===== src/rtl/access_mem_arbiter_pkg.sv =====
// Shared definitions for the memory-port arbiter: FSM encoding and default widths.
package access_mem_arbiter_pkg;
    typedef enum logic [1:0] {
        S_IDLE  = 2'd0,
        S_ISSUE = 2'd1,
        S_RESP  = 2'd2
    } state_e;

    localparam int DEF_AW = 16;
    localparam int DEF_DW = 16;

    function automatic int idx_w(int n);
        return (n > 1) ? $clog2(n) : 1;
    endfunction
endpackage


===== src/rtl/access_mem_arbiter_if.sv =====
// Requester-side and RAM-side signal bundle of the arbiter.
interface access_mem_arbiter_if
    import access_mem_arbiter_pkg::*;
#(
    parameter int N  = 3,
    parameter int AW = DEF_AW,
    parameter int DW = DEF_DW
);
    logic [N-1:0]          req;
    logic [N-1:0]          we;
    logic [N-1:0]          lock;
    logic [N-1:0][AW-1:0]  addr;
    logic [N-1:0][DW-1:0]  wdata;
    logic [N-1:0]          gnt;
    logic [N-1:0]          rvalid;
    logic [DW-1:0]         rdata;
    logic                  lock_err;
    logic [AW-1:0]         mem_address;
    logic                  mem_wren;
    logic [DW-1:0]         mem_data;
    logic [DW-1:0]         mem_q;

    modport slave (
        input  req, we, lock, addr, wdata, mem_q,
        output gnt, rvalid, rdata, lock_err, mem_address, mem_wren, mem_data
    );
    modport master (
        output req, we, lock, addr, wdata, mem_q,
        input  gnt, rvalid, rdata, lock_err, mem_address, mem_wren, mem_data
    );
endinterface


===== src/rtl/access_mem_arbiter_rr_priority_picker.sv =====
// Combinational round-robin picker: first set request after ptr, wrapping modulo N.
module rr_priority_picker #(
    parameter int N  = 3,
    parameter int IW = 2
) (
    input  logic [N-1:0]  req,
    input  logic [IW-1:0] ptr,
    output logic [N-1:0]  grant,
    output logic [IW-1:0] idx,
    output logic          any
);
    always_comb begin
        grant = '0;
        idx   = '0;
        any   = 1'b0;
        for (int k = 1; k <= N; k++) begin
            if (!any && req[(int'(ptr) + k) % N]) begin
                any = 1'b1;
                idx = IW'((int'(ptr) + k) % N);
            end
        end
        if (any) grant[idx] = 1'b1;
    end
endmodule


===== src/rtl/access_mem_arbiter.sv =====
// Round-robin, lockable arbiter sharing one synchronous single-port RAM among N requesters.
module access_mem_arbiter
    import access_mem_arbiter_pkg::*;
#(
    parameter int N        = 3,
    parameter int AW       = DEF_AW,
    parameter int DW       = DEF_DW,
    parameter int LOCK_MAX = 15
) (
    input logic                 clk,
    input logic                 rst,
    access_mem_arbiter_if.slave bus
);
    localparam int IW = idx_w(N);

    state_e          state_q, state_d;
    logic [IW-1:0]   win_q, win_d, rr_q, rr_d, own_q, own_d;
    logic [N-1:0]    win_oh_q, win_oh_d;
    logic            own_vld_q, own_vld_d, wr_q, wr_d;
    logic [7:0]      cnt_q, cnt_d;
    logic [AW-1:0]   mem_address_q, mem_address_d;
    logic            mem_wren_q, mem_wren_d;
    logic [DW-1:0]   mem_data_q, mem_data_d;

    logic [N-1:0]    elig, pick_gnt;
    logic [IW-1:0]   pick_ptr, pick_idx;
    logic            pick_any, timeout;

    // A live lock narrows eligibility to the owner; on timeout the others compete this same cycle.
    always_comb begin
        elig     = bus.req;
        pick_ptr = rr_q;
        timeout  = 1'b0;
        if (state_q == S_IDLE && own_vld_q) begin
            if (bus.req[own_q]) begin
                elig        = '0;
                elig[own_q] = 1'b1;
            end else if (cnt_q == 8'(LOCK_MAX - 1)) begin
                timeout  = 1'b1;
                pick_ptr = own_q;
            end else begin
                elig = '0;
            end
        end
    end

    rr_priority_picker #(.N(N), .IW(IW)) u_picker (
        .req   (elig),
        .ptr   (pick_ptr),
        .grant (pick_gnt),
        .idx   (pick_idx),
        .any   (pick_any)
    );

    always_comb begin
        state_d       = state_q;
        win_d         = win_q;
        win_oh_d      = win_oh_q;
        rr_d          = rr_q;
        own_d         = own_q;
        own_vld_d     = own_vld_q;
        cnt_d         = cnt_q;
        wr_d          = wr_q;
        mem_address_d = mem_address_q;
        mem_data_d    = mem_data_q;
        mem_wren_d    = 1'b0;
        case (state_q)
            S_IDLE: begin
                if (own_vld_q && !bus.req[own_q]) cnt_d = cnt_q + 8'd1;
                if (timeout) begin
                    own_vld_d = 1'b0;
                    rr_d      = own_q;
                    cnt_d     = '0;
                end
                if (pick_any) begin
                    state_d       = S_ISSUE;
                    win_d         = pick_idx;
                    win_oh_d      = pick_gnt;
                    wr_d          = bus.we[pick_idx];
                    mem_address_d = bus.addr[pick_idx];
                    mem_data_d    = bus.wdata[pick_idx];
                    mem_wren_d    = bus.we[pick_idx];
                end
            end
            S_ISSUE: begin
                rr_d      = win_q;
                own_vld_d = bus.lock[win_q];
                own_d     = win_q;
                cnt_d     = '0;
                state_d   = wr_q ? S_IDLE : S_RESP;
            end
            S_RESP:  state_d = S_IDLE;
            default: state_d = S_IDLE;
        endcase
    end

    always_ff @(posedge clk or negedge rst) begin
        if (!rst) begin
            state_q       <= S_IDLE;
            win_q         <= '0;
            win_oh_q      <= '0;
            rr_q          <= IW'(N - 1);
            own_q         <= '0;
            own_vld_q     <= 1'b0;
            cnt_q         <= '0;
            wr_q          <= 1'b0;
            mem_address_q <= '0;
            mem_wren_q    <= 1'b0;
            mem_data_q    <= '0;
        end else begin
            state_q       <= state_d;
            win_q         <= win_d;
            win_oh_q      <= win_oh_d;
            rr_q          <= rr_d;
            own_q         <= own_d;
            own_vld_q     <= own_vld_d;
            cnt_q         <= cnt_d;
            wr_q          <= wr_d;
            mem_address_q <= mem_address_d;
            mem_wren_q    <= mem_wren_d;
            mem_data_q    <= mem_data_d;
        end
    end

    // RAM output is already one cycle behind the address, so read data passes straight through in RESP.
    assign bus.gnt         = (state_q == S_ISSUE) ? win_oh_q : '0;
    assign bus.rvalid      = (state_q == S_RESP)  ? win_oh_q : '0;
    assign bus.rdata       = (state_q == S_RESP)  ? bus.mem_q : '0;
    assign bus.lock_err    = timeout;
    assign bus.mem_address = mem_address_q;
    assign bus.mem_wren    = mem_wren_q;
    assign bus.mem_data    = mem_data_q;
endmodule

===== src/flat_wrapper.sv =====
// flat-port wrapper written by rule: the top's interface ports become plain ports
module access_mem_arbiter_flat import access_mem_arbiter_pkg::*;
#(
    parameter int N        = 3,
    parameter int AW       = DEF_AW,
    parameter int DW       = DEF_DW,
    parameter int LOCK_MAX = 15
)
  (clk, rst, bus_req, bus_we, bus_lock, bus_addr, bus_wdata, bus_mem_q, bus_gnt, bus_rvalid, bus_rdata, bus_lock_err, bus_mem_address, bus_mem_wren, bus_mem_data);
  access_mem_arbiter_if #(.N(N), .AW(AW), .DW(DW)) bus_i ();
  input logic clk;
  input logic rst;
  input wire logic [$bits(bus_i.req)-1:0] bus_req;
  input wire logic [$bits(bus_i.we)-1:0] bus_we;
  input wire logic [$bits(bus_i.lock)-1:0] bus_lock;
  input wire logic [$bits(bus_i.addr)-1:0] bus_addr;
  input wire logic [$bits(bus_i.wdata)-1:0] bus_wdata;
  input wire logic [$bits(bus_i.mem_q)-1:0] bus_mem_q;
  output wire logic [$bits(bus_i.gnt)-1:0] bus_gnt;
  output wire logic [$bits(bus_i.rvalid)-1:0] bus_rvalid;
  output wire logic [$bits(bus_i.rdata)-1:0] bus_rdata;
  output wire logic [$bits(bus_i.lock_err)-1:0] bus_lock_err;
  output wire logic [$bits(bus_i.mem_address)-1:0] bus_mem_address;
  output wire logic [$bits(bus_i.mem_wren)-1:0] bus_mem_wren;
  output wire logic [$bits(bus_i.mem_data)-1:0] bus_mem_data;
  assign bus_i.req = bus_req;
  assign bus_i.we = bus_we;
  assign bus_i.lock = bus_lock;
  assign bus_i.addr = bus_addr;
  assign bus_i.wdata = bus_wdata;
  assign bus_i.mem_q = bus_mem_q;
  assign bus_gnt = bus_i.gnt;
  assign bus_rvalid = bus_i.rvalid;
  assign bus_rdata = bus_i.rdata;
  assign bus_lock_err = bus_i.lock_err;
  assign bus_mem_address = bus_i.mem_address;
  assign bus_mem_wren = bus_i.mem_wren;
  assign bus_mem_data = bus_i.mem_data;
  access_mem_arbiter #(.N(N), .AW(AW), .DW(DW), .LOCK_MAX(LOCK_MAX)) u_core (.clk(clk), .rst(rst), .bus(bus_i));
endmodule

===== config.mk =====
export PLATFORM = sky130hd
export DESIGN_NAME = access_mem_arbiter_flat
export DESIGN_NICKNAME = d
export VERILOG_FILES = /design/src/rtl/access_mem_arbiter_pkg.sv /design/src/rtl/access_mem_arbiter_if.sv /design/src/rtl/access_mem_arbiter_rr_priority_picker.sv /design/src/rtl/access_mem_arbiter.sv /design/src/flat_wrapper.sv
export SDC_FILE = /design/constraint.sdc
export NUM_CORES = 1
export LEC_CHECK = 0
export CELL_PAD_IN_SITES_DETAIL_PLACEMENT = 1
export CELL_PAD_IN_SITES_GLOBAL_PLACEMENT = 2
export CORE_UTILIZATION = 24
export DETAILED_ROUTE_END_ITERATION = 10
export PLACE_DENSITY_LB_ADDON = 0.1
export SLEW_MARGIN = 10
export SYNTH_ARGS = -nofsm -noshare
export SYNTH_HDL_FRONTEND = slang
export SYNTH_SLANG_ARGS = --single-unit

===== constraint.sdc =====
create_clock -name clk -period 10.7 [get_ports clk]
set_input_delay 2.14 -clock clk [delete_from_list [all_inputs] [get_ports clk]]
set_output_delay 2.14 -clock clk [all_outputs]
set_load 0.01 [all_outputs]

Word level (Yosys, flattened, before mapping)
Cells that the tools add are included.
Widths: inputs -> output; s select.

storage, ports and cells
  register bits = 54
  input bits = 123
  output and inout port bits = 56
  word-level logic and storage cells = 99

operators by class
  add/sub/neg operators = 4
  divide/modulo/power cells = 3
  order comparisons = 8
  equality and inequality tests = 6
  mux-type cells = 53
  reduce and logical (&&, ||, !) cells = 14

operator list
  kind                   count
  $lt 32x4->1 const B    3
  $mod 32x3->32 const B  3
  $bmux 16 s2            2
  $mux 16                3
  $mux 1                 20
  $mux 2                 9
  $mux 8                 2
  $pmux 8 s2             1
  $mux 3                 5
  $bmux 1 s2             6
  $lt 2x3->1 const B     3
  $add 8x1->8 const B    1
  $eq 8x4->1 const B     1
  $pmux 2 s2             2
  $add 2x2->3 const B    2
  $logic_and 1x1->1      6
  $reduce_and 2->1       3
  $demux 1 s2            2
  $ge 2x1->1 const B     2
  $add 2x1->3 const B    1
  $logic_not 1->1        3
  $ne 3x3->1 const B     1
  $eq 2x1->1 const B     1
  $eq 2x2->1 const B     1
  5 further kinds        5

Logic depth before layout (Yosys ltp)
Gate-level depths: netlist (run 1).

  depth in word-level cells = 20
  mapped depth = 19
  gate-level depth less buffers = 16

Hierarchy
From an unflattened synthesis (run 1), not the netlist that was laid out.

unflattened totals
  cells, all modules = 382
  area total of the unflattened synthesis = 3313.2 um^2

by module, submodules not included
  module              instances  cells an instance  area each (um^2)  seq. area each (um^2)
  access_mem_arbiter  1          343                3055.4            1352.5
  rr_priority_picker  1          39                 257.7             0.0

Worst setup path after synthesis (run 1)
OpenSTA, ideal clock, no wires.

  path type = input to register
  start point = in bus_req[1]
  end point = reg u_core.mem_data_q[0], in the netlist u_core.bus.mem_data[0]
  arrival = 5.305 ns
  data required time = 10.574 ns
  slack = 5.269 ns
  stages = 15
  buffers on the path = 3
  path through = mux2i_2 o21ai_4 nor3_4 mux2i_1 inv_1 ha_1 clkbuf_1 or3b_2 o22ai_1 a21oi_4 or2_1 buf_4 buf_6 a211oi_1 o21ai_1

between the ends
  cells in the longest elaborated chain, start to end = 18

RTL lines
  element                                    line                                                                                      text
  start, declared                            flat_wrapper.sv:13                                                                        input wire logic [$bits(bus_i.req)-1:0] bus_req;
  $bmux 1 s2                                 access_mem_arbiter.sv:35                                                                  if (bus.req[own_q]) begin
  $mux 1 (not written as such)               access_mem_arbiter.sv:35
  $mux 2                                     access_mem_arbiter.sv:35
  $mux 2                                     access_mem_arbiter.sv:34                                                                  if (state_q == S_IDLE && own_vld_q) begin
  $add 2x1->3                                access_mem_arbiter_rr_priority_picker.sv:17, access_mem_arbiter_rr_priority_picker.sv:19
  $mod 32x3->32                              access_mem_arbiter_rr_priority_picker.sv:17, access_mem_arbiter_rr_priority_picker.sv:19
  $bmux 1 s2                                 access_mem_arbiter_rr_priority_picker.sv:17                                               if (!any && req[(int'(ptr) + k) % N]) begin
  $mux 1 (not written as such) (2 in a row)  access_mem_arbiter_rr_priority_picker.sv:17
  $mux 1                                     access_mem_arbiter_rr_priority_picker.sv:17
  $logic_not 1->1                            access_mem_arbiter_rr_priority_picker.sv:17
  $logic_and 1x1->1                          access_mem_arbiter_rr_priority_picker.sv:17
  $mux 1                                     access_mem_arbiter_rr_priority_picker.sv:17
  $logic_not 1->1                            access_mem_arbiter_rr_priority_picker.sv:17
  $logic_and 1x1->1                          access_mem_arbiter_rr_priority_picker.sv:17
  $mux 2                                     access_mem_arbiter_rr_priority_picker.sv:17
  $bmux 16 s2                                access_mem_arbiter.sv:81                                                                  mem_data_d = bus.wdata[pick_idx];
  $mux 16 (not written as such)              access_mem_arbiter.sv:81
  end signal, assigned                       access_mem_arbiter.sv:121                                                                 mem_data_q <= mem_data_d;
  end, declared                              access_mem_arbiter.sv:23                                                                  logic [DW-1:0] mem_data_q, mem_data_d;

Several ways; a longest one is shown, not always the timed one. The select of a mux whose other input is x is not followed.
A chain may end at the register's enable or synchronous reset.

Final worst setup path (run 1)
  start point = in bus_req[0]
  end point = reg u_core.win_q[0]

between the ends
  cells in the longest elaborated chain, start to end = 17

RTL lines
  element                                    line                                                                                      text
  $bmux 1 s2                                 access_mem_arbiter.sv:35
  $mux 1 (not written as such)               access_mem_arbiter.sv:35
  $mux 2                                     access_mem_arbiter.sv:35
  $mux 2                                     access_mem_arbiter.sv:34
  $add 2x1->3                                access_mem_arbiter_rr_priority_picker.sv:17, access_mem_arbiter_rr_priority_picker.sv:19
  $mod 32x3->32                              access_mem_arbiter_rr_priority_picker.sv:17, access_mem_arbiter_rr_priority_picker.sv:19
  $bmux 1 s2                                 access_mem_arbiter_rr_priority_picker.sv:17
  $mux 1 (not written as such) (2 in a row)  access_mem_arbiter_rr_priority_picker.sv:17
  $mux 1                                     access_mem_arbiter_rr_priority_picker.sv:17
  $logic_not 1->1                            access_mem_arbiter_rr_priority_picker.sv:17
  $logic_and 1x1->1                          access_mem_arbiter_rr_priority_picker.sv:17
  $mux 1                                     access_mem_arbiter_rr_priority_picker.sv:17
  $logic_not 1->1                            access_mem_arbiter_rr_priority_picker.sv:17
  $logic_and 1x1->1                          access_mem_arbiter_rr_priority_picker.sv:17
  $mux 1                                     access_mem_arbiter_rr_priority_picker.sv:17
  $reduce_and 2->1 (no line)                 n/a
  end signal, assigned                       access_mem_arbiter.sv:112                                                                 win_q <= win_d;
  end, declared                              access_mem_arbiter.sv:17                                                                  logic [IW-1:0] win_q, win_d, rr_q, rr_d, own_q, own_d;

Several ways; a longest one is shown, not always the timed one. The select of a mux whose other input is x is not followed.

==> results.ini, run 1 <==
[run_status]
status=finished with violations
violations=design-rule violations

[clocking]
cts_buffer_depth=2
cts_setup_buffers=0
tritoncts=yes
cts_resized=0
path_clk_slew_ps=70
postCtsHoldBufs=0
numCtsBuffers=5
htree_levels=2
root_buffer=clkbuf_16
clkSinkCount=54
worstSkewPairLatency_ps=310

[worst_setup_path]
rr_startpoint=u_core.cnt_q[0]$_DFFE_PN0P_
r2r_cells=16
crit_type=input port to flop
cp.buffers_inverters=4
arrival_ps=7210
critPathCaptureType=flop
cp-start-kind=input port
cp_max_fo=43
r2r-end=u_core.win_q[0]$_DFFE_PN0P_
rrSetupSlack_ps=5250
crit_slowest_cell=a31o_2
crit_chain=clkdlybuf4s50_1, mux2i_2, o21ai_4, nor3_4, mux2i_1, inv_1, ha_1, o21ai_0, nor2_1, nand2_1, buf_4, o211a_2, a31o_2, inv_2, mux2_1
crit_required_ps=10890
critPathMaxStageDelay_ps=820
critPathTopFamily=buffers and inverters

[sta]
tightestPinTransition_ps=1010
rsz0062_at_grt=no
max_freq_mhz=143
period_minus_slack_ps=7020
finalSetupViolations=0
setup_tns_ps=0
maxSlewViolCount=0
max_slew_margin_pct=32.9
fin_crit_sh_pct=65.6
hold_viol_final=0
fin_worst_skew_ps=7.85

[logic_synthesis]
netlist_instances=436
synth_cell_types=54
synth_area_per_cell_um2=8.30
synth_warnings=0
yosys-top-cells-area=dfrtp_1, nand2_1, a211oi_2
yosysTopAreaCell=dfrtp_1
synth_edf_count=0
syn_area_um2=3620
async_reset_ff_share_pct=100
ys_ff_latch=54
ys_seq_area_share_pct=37.4
ys.flop_type=dfrtp_1
synth_top_area_share_pct=36.7
synth_nets=562

[layout]
nets=721
area_growth_pct=56.0
final_core_util_pct=38.5
final_cells=780
insertedDiodeCount=0
drive_gt1_share_pct=9.56

[floorplan]
die_w_um=125
start_util_pct=24.7
rows=44
die_h_um=125
coreArea_um2=14600
die_area_um2=15600
num_io_pins=179

[pwr]
power.density_nw_per_um2=293
irDropWorstVdd_v=0.000155
pwr-share-comb_pct=67.3
p_leak_nw=2.27
switchingPower_uw=800
switching_share_pct=48.3
clkPwrFrac_pct=10.6
pwr-share-seq_pct=22.1
p_int_uw=855

[routing]
vias=3721
drc=17
avgRoutedWirePerCell_um=17.5
drtAntennaViolNets=0
drt_iter0_markers=143
firstDrtPassIters=9
routed_wl_um=13600
vias_per_cell=4.77

[worst_hold_path]
min_path_cells=1
min_path_type=flop to flop
min_to=u_core.state_q[1]$_DFFE_PN0P_
hold_start=u_core.wr_q$_DFFE_PN0P_

[run]
maxCapViolCount=0

[global_routing]
grt_overflow=0
grt_usage_pct=18.2
grt_pass1_vias=3992
grt_pass1_wl_um=22100
grt_max_degree=55
antenna_found_initial=0

[placement]
io_buffers=178
place.gp.congestion=0.784
place_hpwl_um=9690
dp.cells=772

==> sequential cells by signal (all words and copies together) (netlist names) <==
signal                  cells
u_core.bus.mem_address     16
u_core.bus.mem_data        16
u_core.bus.mem_wren         1
u_core.cnt_q                8
u_core.own_q                2
u_core.own_vld_q            1
u_core.rr_q                 2
u_core.state_q              2
u_core.win_oh_q             3
u_core.win_q                2
u_core.wr_q                 1
==> layout make-up <==
class / count / area, um^2
inverters: 4 / 15.0
clock buffers: 7 / 143
flip-flops and latches: 54 / 1350
repair buffers: 181 / 1800
well taps: 184 / 230
fillers: 1744 / 9000
multi-input cells: 349 / 2100
clock inverters: 1 / 5.00
==> power groups by stage <==
stage	clock network (mW)	registers, mW	logic (mW)
2_1_floorplan	0	0.379	0.749
3_3_place_gp	0	0.367	1.12
3_5_place_dp	0	0.369	1.14
4_1_cts	0.184	0.367	1.14
5_1_grt	0.190	0.380	1.26
6_report	0.175	0.365	1.11
==> worst max path at each step <==
| stage | startpoint | endpoint | slack [ps] | depth (start not counted) |
|---|---|---|---|---|
| after floorplan | bus_req[1] | u_core.bus.mem_data[0]$_DFFE_PN0P_ | 5270 | 15 |
| after global placement | bus_req[0] | u_core.win_q[0]$_DFFE_PN0P_ | 3500 | 15 |
| after detailed placement | bus_req[0] | u_core.win_q[0]$_DFFE_PN0P_ | 3280 | 15 |
| after CTS | bus_req[0] | u_core.win_q[0]$_DFFE_PN0P_ | 3620 | 15 |
| after global routing | bus_req[1] | u_core.wr_q$_DFFE_PN0P_ | 3180 | 15 |
| final | bus_req[0] | u_core.win_q[0]$_DFFE_PN0P_ | 3680 | 15 |
==> logic make-up after synthesis <==
family | synth area share, %
and+or+nand+nor | 25.5
AOI/OAI and AO/OA | 25.4
DFF | 37.4
buffers and inverters | 4.57
muxes | 4.70
xor gates and xnor gates | 1.45
adders and majority gates | 1.04
==> worst reg2reg max path, stage by stage, from the launching register on <==
cell	delay, ps
dfrtp_1	440
inv_1	80
ha_1	150
and4b_1	320
nand2_1	170
nor3_4	410
mux2i_1	410
inv_1	120
ha_1	410
o21ai_0	170
nor2_1	110
nand2_1	90
buf_4	350
o211a_2	310
a31o_2	820
inv_2	560
mux2_1	450
==> per-layer routing <==
layer  global-route usage, %  vias to the layer above  routed length (um)
met4                    4.79                        0                 139
met3                    4.47                        9                 857
li1                        -                     1823                   -
met2                    32.1                       98                6920
met5                       0                        -                   0
met1                    21.8                     1791                5710
==> cells in the final DEF, fill, tap and decap left out, types with 2 or more instances in the layout <==
| cell type | count |
|---|---|
| clkdlybuf4s50_1 | 177 |
| nand2_1 | 86 |
| dfrtp_1 | 53 |
| nor2_1 | 50 |
| o21ai_0 | 36 |
| o21ai_1 | 34 |
| and2_1 | 22 |
| a211oi_2 | 21 |
| a211oi_1 | 12 |
| a21oi_1 | 8 |
| mux2i_1 | 6 |
| nand2b_1 | 6 |
| nor3_1 | 5 |
| nand3_1 | 5 |
| xor2_1 | 5 |
| clkbuf_16 | 5 |
| nor2b_1 | 4 |
| o21a_1 | 4 |
| or2_2 | 4 |
| inv_1 | 3 |
| nand4_1 | 3 |
| o31ai_1 | 3 |
| mux2_2 | 3 |
| ha_1 | 3 |
| buf_4 | 3 |
| mux2i_2 | 2 |
| nor3_2 | 2 |
| and4_1 | 2 |
| o31ai_2 | 2 |
| o22ai_1 | 2 |
==> per-stage QoR <==
| step | cell area, um^2 | hold slack [ps] | power (mW) | setup WS [ps] |
|---|---|---|---|---|
| finish | 5640 | 431 | 1.65 | 3680 |
| CTS | 5640 | 435 | 1.70 | 3620 |
| global route | 5640 | 448 | 1.83 | 3180 |
| floorplan | 3620 | 403 | 1.13 | 5270 |
| global placement | 5500 | 427 | 1.48 | 3500 |
| detailed placement | 5500 | 430 | 1.51 | 3280 |
==> synth_stat cells, types with 3 or more instances <==
cell type / count
nand2_1: 86
a21oi_1: 8
nor2_1: 50
nand3_1: 5
a211oi_2: 21
o21a_1: 4
ha_1: 3
mux2_2: 3
o31ai_1: 3
nand2b_1: 6
and2_1: 22
nand4_1: 3
a211oi_1: 12
mux2i_1: 6
clkbuf_1: 13
nor3_1: 5
dfrtp_1: 53
inv_1: 3
buf_6: 3
xor2_1: 5
buf_2: 9
nor2b_1: 4
o21ai_0: 36
o21ai_1: 34
or2_2: 3
Power figures use the tool's default switching activity.
==> run 2, diff against run 1 <==
CORE_UTILIZATION = 20   (was 24)
clock period = 6 ns   (was 10.7 ns; I/O delays follow)
==> results.ini, run 2 (same netlist as run 1, synthesis figures left out) <==
[layout]
mostFrequentLayoutCell=clkdlybuf4s50_1
seq_area_um2=1350  ; unchanged
multi_input_area_um2=2100  ; unchanged
insertedDiodeCount=0  ; unchanged
fin_area_um2=5730  ; +1.6%
drive_gt1_share_pct=10.2  ; +0.62 points
nets=724  ; +0.42%
final_core_util_pct=32.8  ; -5.7 points
layout_common_cells=clkdlybuf4s50_1, nand2_1, dfrtp_1
num-fill-cells=2025  ; +16%
final_cells=824  ; +5.6%
area_growth_pct=58.5

[routing]
drt_iter0_markers=76  ; -47%
drc=0  ; -17
vias_per_cell=4.58  ; -4.1%
avgRoutedWirePerCell_um=17.7  ; +1.5%
drtAntennaViolNets=0  ; unchanged
firstDrtPassIters=4  ; -5
vias=3770  ; +1.3%
routed_wl_um=14600  ; +7.2%

[placement]
place_hpwl_um=10600  ; +9.3%
placed_area_um2=5580  ; +1.6%
pre_cts_slack_ps=143  ; -3140 ps
dp.cells=816  ; +5.7%
io_buffers=178  ; unchanged
place.gp.congestion=0.791  ; +0.85%

[floorplan]
start_util_pct=20.7  ; -4.0 points
die_area_um2=18600  ; +20%
die_h_um=136  ; +9.4%
rows=48  ; +9.1%
coreArea_um2=17500  ; +19%
die_w_um=136  ; +9.4%
num_io_pins=179  ; unchanged

[global_routing]
antenna_found_initial=0  ; unchanged
grt_max_degree=55  ; unchanged
grt_pass1_wl_um=22800  ; +3.4%
grt_overflow=0  ; unchanged
grt_usage_pct=16.3  ; -1.9 points
grt_pass1_vias=4128  ; +3.4%

[pwr]
p_total_mw=3.03  ; +83%
p_leak_nw=2.28  ; +0.48%
power.density_nw_per_um2=529  ; +80%
irDropWorstVdd_v=0.000248  ; +60%

[clocking]
worstSkewPairLatency_ps=310  ; about the same
root_buffer=clkbuf_16
tritoncts=yes
numCtsBuffers=5  ; unchanged
postCtsHoldBufs=0  ; unchanged
clkSinkCount=54  ; unchanged
cts_setup_buffers=0  ; unchanged
path_clk_slew_ps=80  ; about the same
cts_resized=0  ; unchanged
htree_levels=2  ; unchanged
cts_buffer_depth=2  ; unchanged

[worst_setup_path]
crit_required_ps=6220  ; -4670 ps
critPathCaptureType=flop
r2r-end=u_core.wr_q$_DFFE_PN0P_
rr_startpoint=u_core.cnt_q[0]$_DFFE_PN0P_
crit_start=bus_req[1]
path_depth=14  ; -1
cp.buffers_inverters=2  ; -2
rrSetupSlack_ps=1150  ; -4100 ps
critPathMaxStageDelay_ps=770  ; -50 ps
cp-start-kind=input port
r2r_cells=15  ; -1
critPathTopFamily=simple AND/OR/NAND/NOR gates
arrival_ps=5730  ; -1480 ps
crit_chain=clkdlybuf4s50_1, mux2i_2, o21ai_4, nor3_4, mux2i_1, inv_1, ha_1, or2_2, mux2i_1, nor3_2, a21oi_4, or2_2, a211oi_1, o31ai_1
cp_max_fo=35  ; -19%
crit_type=input port to flop
crit_slowest_cell=or2_2

[sta]
max_slew_margin_pct=33.1  ; +0.14 points
hold_slack_ps=449  ; +18.3 ps
fin_worst_skew_ps=5.99  ; -1.86 ps
finalSetupViolations=0  ; unchanged
setup_tns_ps=0  ; unchanged
fin_crit_sh_pct=91.9
maxSlewViolCount=0  ; unchanged
max_freq_mhz=181
hold_viol_final=0  ; unchanged
tightestPinTransition_ps=1000  ; -2.11 ps
period_minus_slack_ps=5520
rsz0062_at_grt=no
setup_slack_ps=484  ; -3200 ps

[worst_hold_path]
min_path_type=flop to flop
min_path_cells=1  ; unchanged
min_to=u_core.state_q[1]$_DFFE_PN0P_
hold_start=u_core.wr_q$_DFFE_PN0P_

[run]
maxCapViolCount=0  ; unchanged

[run_status]
status=finished clean

-- run 2: worst reg2reg max path, stage by stage (launching register included) --
cell,delay (ps)
dfrtp_1,450
inv_1,80
ha_1,130
and4b_1,300
nand2_1,160
nor3_4,400
mux2i_1,410
inv_1,110
ha_1,420
or2_2,360
mux2i_1,300
nor3_2,130
a21oi_4,170
or2_2,770
a211oi_1,290
o31ai_1,280
-- run 2: worst max path at each step --
stage                                    endpoint  slack [ps]
3_5_place_dp              u_core.wr_q$_DFFE_PN0P_         140
6_report                  u_core.wr_q$_DFFE_PN0P_         480
4_1_cts                   u_core.wr_q$_DFFE_PN0P_         430
3_3_place_gp              u_core.wr_q$_DFFE_PN0P_         430
5_1_grt                   u_core.wr_q$_DFFE_PN0P_          80
2_1_floorplan  u_core.bus.mem_data[0]$_DFFE_PN0P_        1510
-- run 2: area by class of cell --
cell class	instances	area share [%]
Clock buffer	5	2.18
Clock inverter	3	0.415
Inverter	4	0.262
Multi-Input combinational cell	349	36.6
Sequential cell	54	23.6
Tap cell	225	4.91
Timing Repair Buffer	184	32.0
-- run 2: metal layers --
metal  global-route usage [%]  part of all wire, %  wire, um  vias up
li1                         -                    -         -     1832
met5                        0                    0         0        -
met2                     29.2                   50      7370      106
met3                     6.19                  8.2      1210       10
met4                     3.58                  1.1       163        0
met1                     18.2                   40      5870     1822
-- run 2: power by group --
group	switching (mW)	internal, mW	total [mW]
registers	0.119	0.534	0.654
logic	1.20	0.858	2.06
clock network	0.159	0.157	0.316
==> run 3, diff against run 2 <==
CELL_PAD_IN_SITES_DETAIL_PLACEMENT = 0   (was 1)
CELL_PAD_IN_SITES_GLOBAL_PLACEMENT = 1   (was 2)
CORE_UTILIZATION = 26   (was 20)
CTS_BUF_LIST = sky130_fd_sc_hd__clkbuf_4 sky130_fd_sc_hd__clkbuf_8 sky130_fd_sc_hd__clkbuf_16   (was unset)
SKIP_LAST_GASP = 1   (was unset)
==> results.ini, run 3 (same netlist as run 1, synthesis figures left out) <==
[routing]
vias=3708  ; -1.6%
drt_iter0_markers=207  ; +170%
drc=0  ; unchanged
avgRoutedWirePerCell_um=16.2  ; -8.8%
firstDrtPassIters=4  ; unchanged
drtAntennaViolNets=0  ; unchanged
vias_per_cell=4.78  ; +4.6%
routed_wl_um=12500  ; -14%

[pwr]
p_leak_nw=2.29  ; +0.60%
irDropWorstVdd_v=0.000362  ; +46%
p_int_mw=1.57  ; +1.5%
pwr-share-comb_pct=67.1  ; -0.9 points
switchingPower_mw=1.43  ; -3.8%
pwr-share-seq_pct=21.8  ; +0.2 points
power.density_nw_per_um2=528  ; about the same
clkPwrFrac_pct=11.1  ; +0.7 points
switching_share_pct=47.6  ; -1.4 points

[worst_setup_path]
cp-start-kind=input port
arrival_ps=5590  ; -140 ps
crit_required_ps=6200  ; -20 ps
critPathCaptureType=flop
crit_type=input port to flop
cp_max_fo=35  ; unchanged
r2r_cells=15  ; unchanged

[sta]
finalSetupViolations=0  ; unchanged
fin_crit_sh_pct=89.8  ; -2.2 points
setup_tns_ps=0  ; unchanged
max_freq_mhz=186  ; +2.4%
hold_viol_final=0  ; unchanged
maxSlewViolCount=0  ; unchanged
hold_slack_ps=438  ; -11.4 ps
tightestPinTransition_ps=996  ; -8.09 ps
rsz0062_at_grt=no
period_minus_slack_ps=5390  ; -130 ps
fin_worst_skew_ps=2.85  ; -3.14 ps
max_slew_margin_pct=33.6  ; +0.54 points

[clocking]
root_buffer=clkbuf_16
path_clk_slew_ps=70  ; about the same
htree_levels=2  ; unchanged
cts_setup_buffers=0  ; unchanged
postCtsHoldBufs=0  ; unchanged
numCtsBuffers=5  ; unchanged
worstSkewPairLatency_ps=290  ; -20 ps
cts_resized=0  ; unchanged
clkSinkCount=54  ; unchanged
cts_buffer_depth=2  ; unchanged
tritoncts=yes

[worst_hold_path]
min_path_type=flop to flop
min_path_cells=1  ; unchanged

[placement]
place_hpwl_um=8920  ; -16%
place.gp.congestion=0.837  ; +5.9%
io_buffers=178  ; unchanged
dp.cells=767  ; -6.0%

[floorplan]
num_io_pins=179  ; unchanged
die_area_um2=14400  ; -23%
die_w_um=120  ; -12%
coreArea_um2=13400  ; -23%
die_h_um=120  ; -12%
rows=42  ; -13%
start_util_pct=27.0  ; +6.3 points

[layout]
insertedDiodeCount=0  ; unchanged
multi_input_area_um2=2100  ; unchanged
layout_common_cells=clkdlybuf4s50_1, nand2_1, dfrtp_1
mostFrequentLayoutCell=clkdlybuf4s50_1
final_core_util_pct=42.3  ; +9.5 points
drive_gt1_share_pct=10.2  ; unchanged
final_cells=775  ; -5.9%
area_growth_pct=56.9
nets=724  ; unchanged
seq_area_um2=1350  ; unchanged
num-fill-cells=1359  ; -33%

[run]
maxCapViolCount=0  ; unchanged

[global_routing]
antenna_found_initial=0  ; unchanged
grt_pass1_wl_um=20000  ; -12%
grt_pass1_vias=3727  ; -9.7%
grt_max_degree=55  ; unchanged
grt_usage_pct=17.7  ; +1.4 points
grt_overflow=0  ; unchanged

[run_status]
status=finished clean

-- run 3: cell count changes in the layout (fill, tap and decap cells not counted) --
| cell | previous run | this run |
|---|---|---|
| buf_4 | 5 | 6 |
| buf_12 | 1 | 0 |
| bufinv_16 | 0 | 1 |
| clkinv_2 | 0 | 2 |
| clkinvlp_4 | 2 | 0 |
| inv_6 | 1 | 0 |
-- run 3: final timing paths --
kind,startpoint,to,slack [ps]
worst max-delay path,bus_req[1],u_core.wr_q$_DFFE_PN0P_,610
worst min-delay path,u_core.wr_q$_DFFE_PN0P_,u_core.state_q[1]$_DFFE_PN0P_,440
worst max register to register,u_core.cnt_q[0]$_DFFE_PN0P_,u_core.wr_q$_DFFE_PN0P_,1340
worst min register to register,u_core.wr_q$_DFFE_PN0P_,u_core.state_q[1]$_DFFE_PN0P_,440
max in group asynchronous,rst,u_core.cnt_q[0]$_DFFE_PN0P_,4450
min in group asynchronous,rst,u_core.bus.mem_data[13]$_DFFE_PN0P_,1050
-- run 3: through the flow --
step,area [um^2],setup slack (ps),total power [mW]
4_1_cts,5670,631,3.05
6_report,5670,614,3.00
3_3_place_gp,5510,488,2.68
2_1_floorplan,3620,1510,2.01
3_5_place_dp,5510,338,2.70
5_1_grt,5670,249,3.26
-- run 3: power groups by stage --
stage               Clock [mW]  Sequential [mW]  Combinational, mW
floorplan                    0            0.677               1.34
global route             0.354            0.675               2.23
finish                   0.334            0.653               2.01
global placement             0            0.656               2.02
detailed placement           0            0.657               2.04
CTS                      0.343            0.655               2.05
-- run 3: area by class of cell --
class | instances | share of cell area [%]
clock buffers | 5 | 2.21
well taps | 176 | 3.88
clock inverters | 3 | 0.706
multi-input cells | 349 | 37.0
repair buffers | 184 | 32.1
inverters | 4 | 0.265
flip-flops and latches | 54 | 23.8
-- run 3: worst max-delay path, stage by stage --
cell and delay, ps:
clkdlybuf4s50_1 470, mux2i_2 290, o21ai_4 120, nor3_4 390
mux2i_1 420, inv_1 120, ha_1 400, or2_2 340
mux2i_1 240, nor3_2 110, a21oi_4 160, or2_2 780
a211oi_1 230, o31ai_1 290
-- run 3: per-layer routing --
metal / part of all wire [%] / GRT usage [%] / wire, um
met2: 49 / 30.4 / 6130
met3: 4.9 / 3.56 / 608
met5: 0 / 0 / 0
met1: 45 / 22.5 / 5630
met4: 1.3 / 4.38 / 165
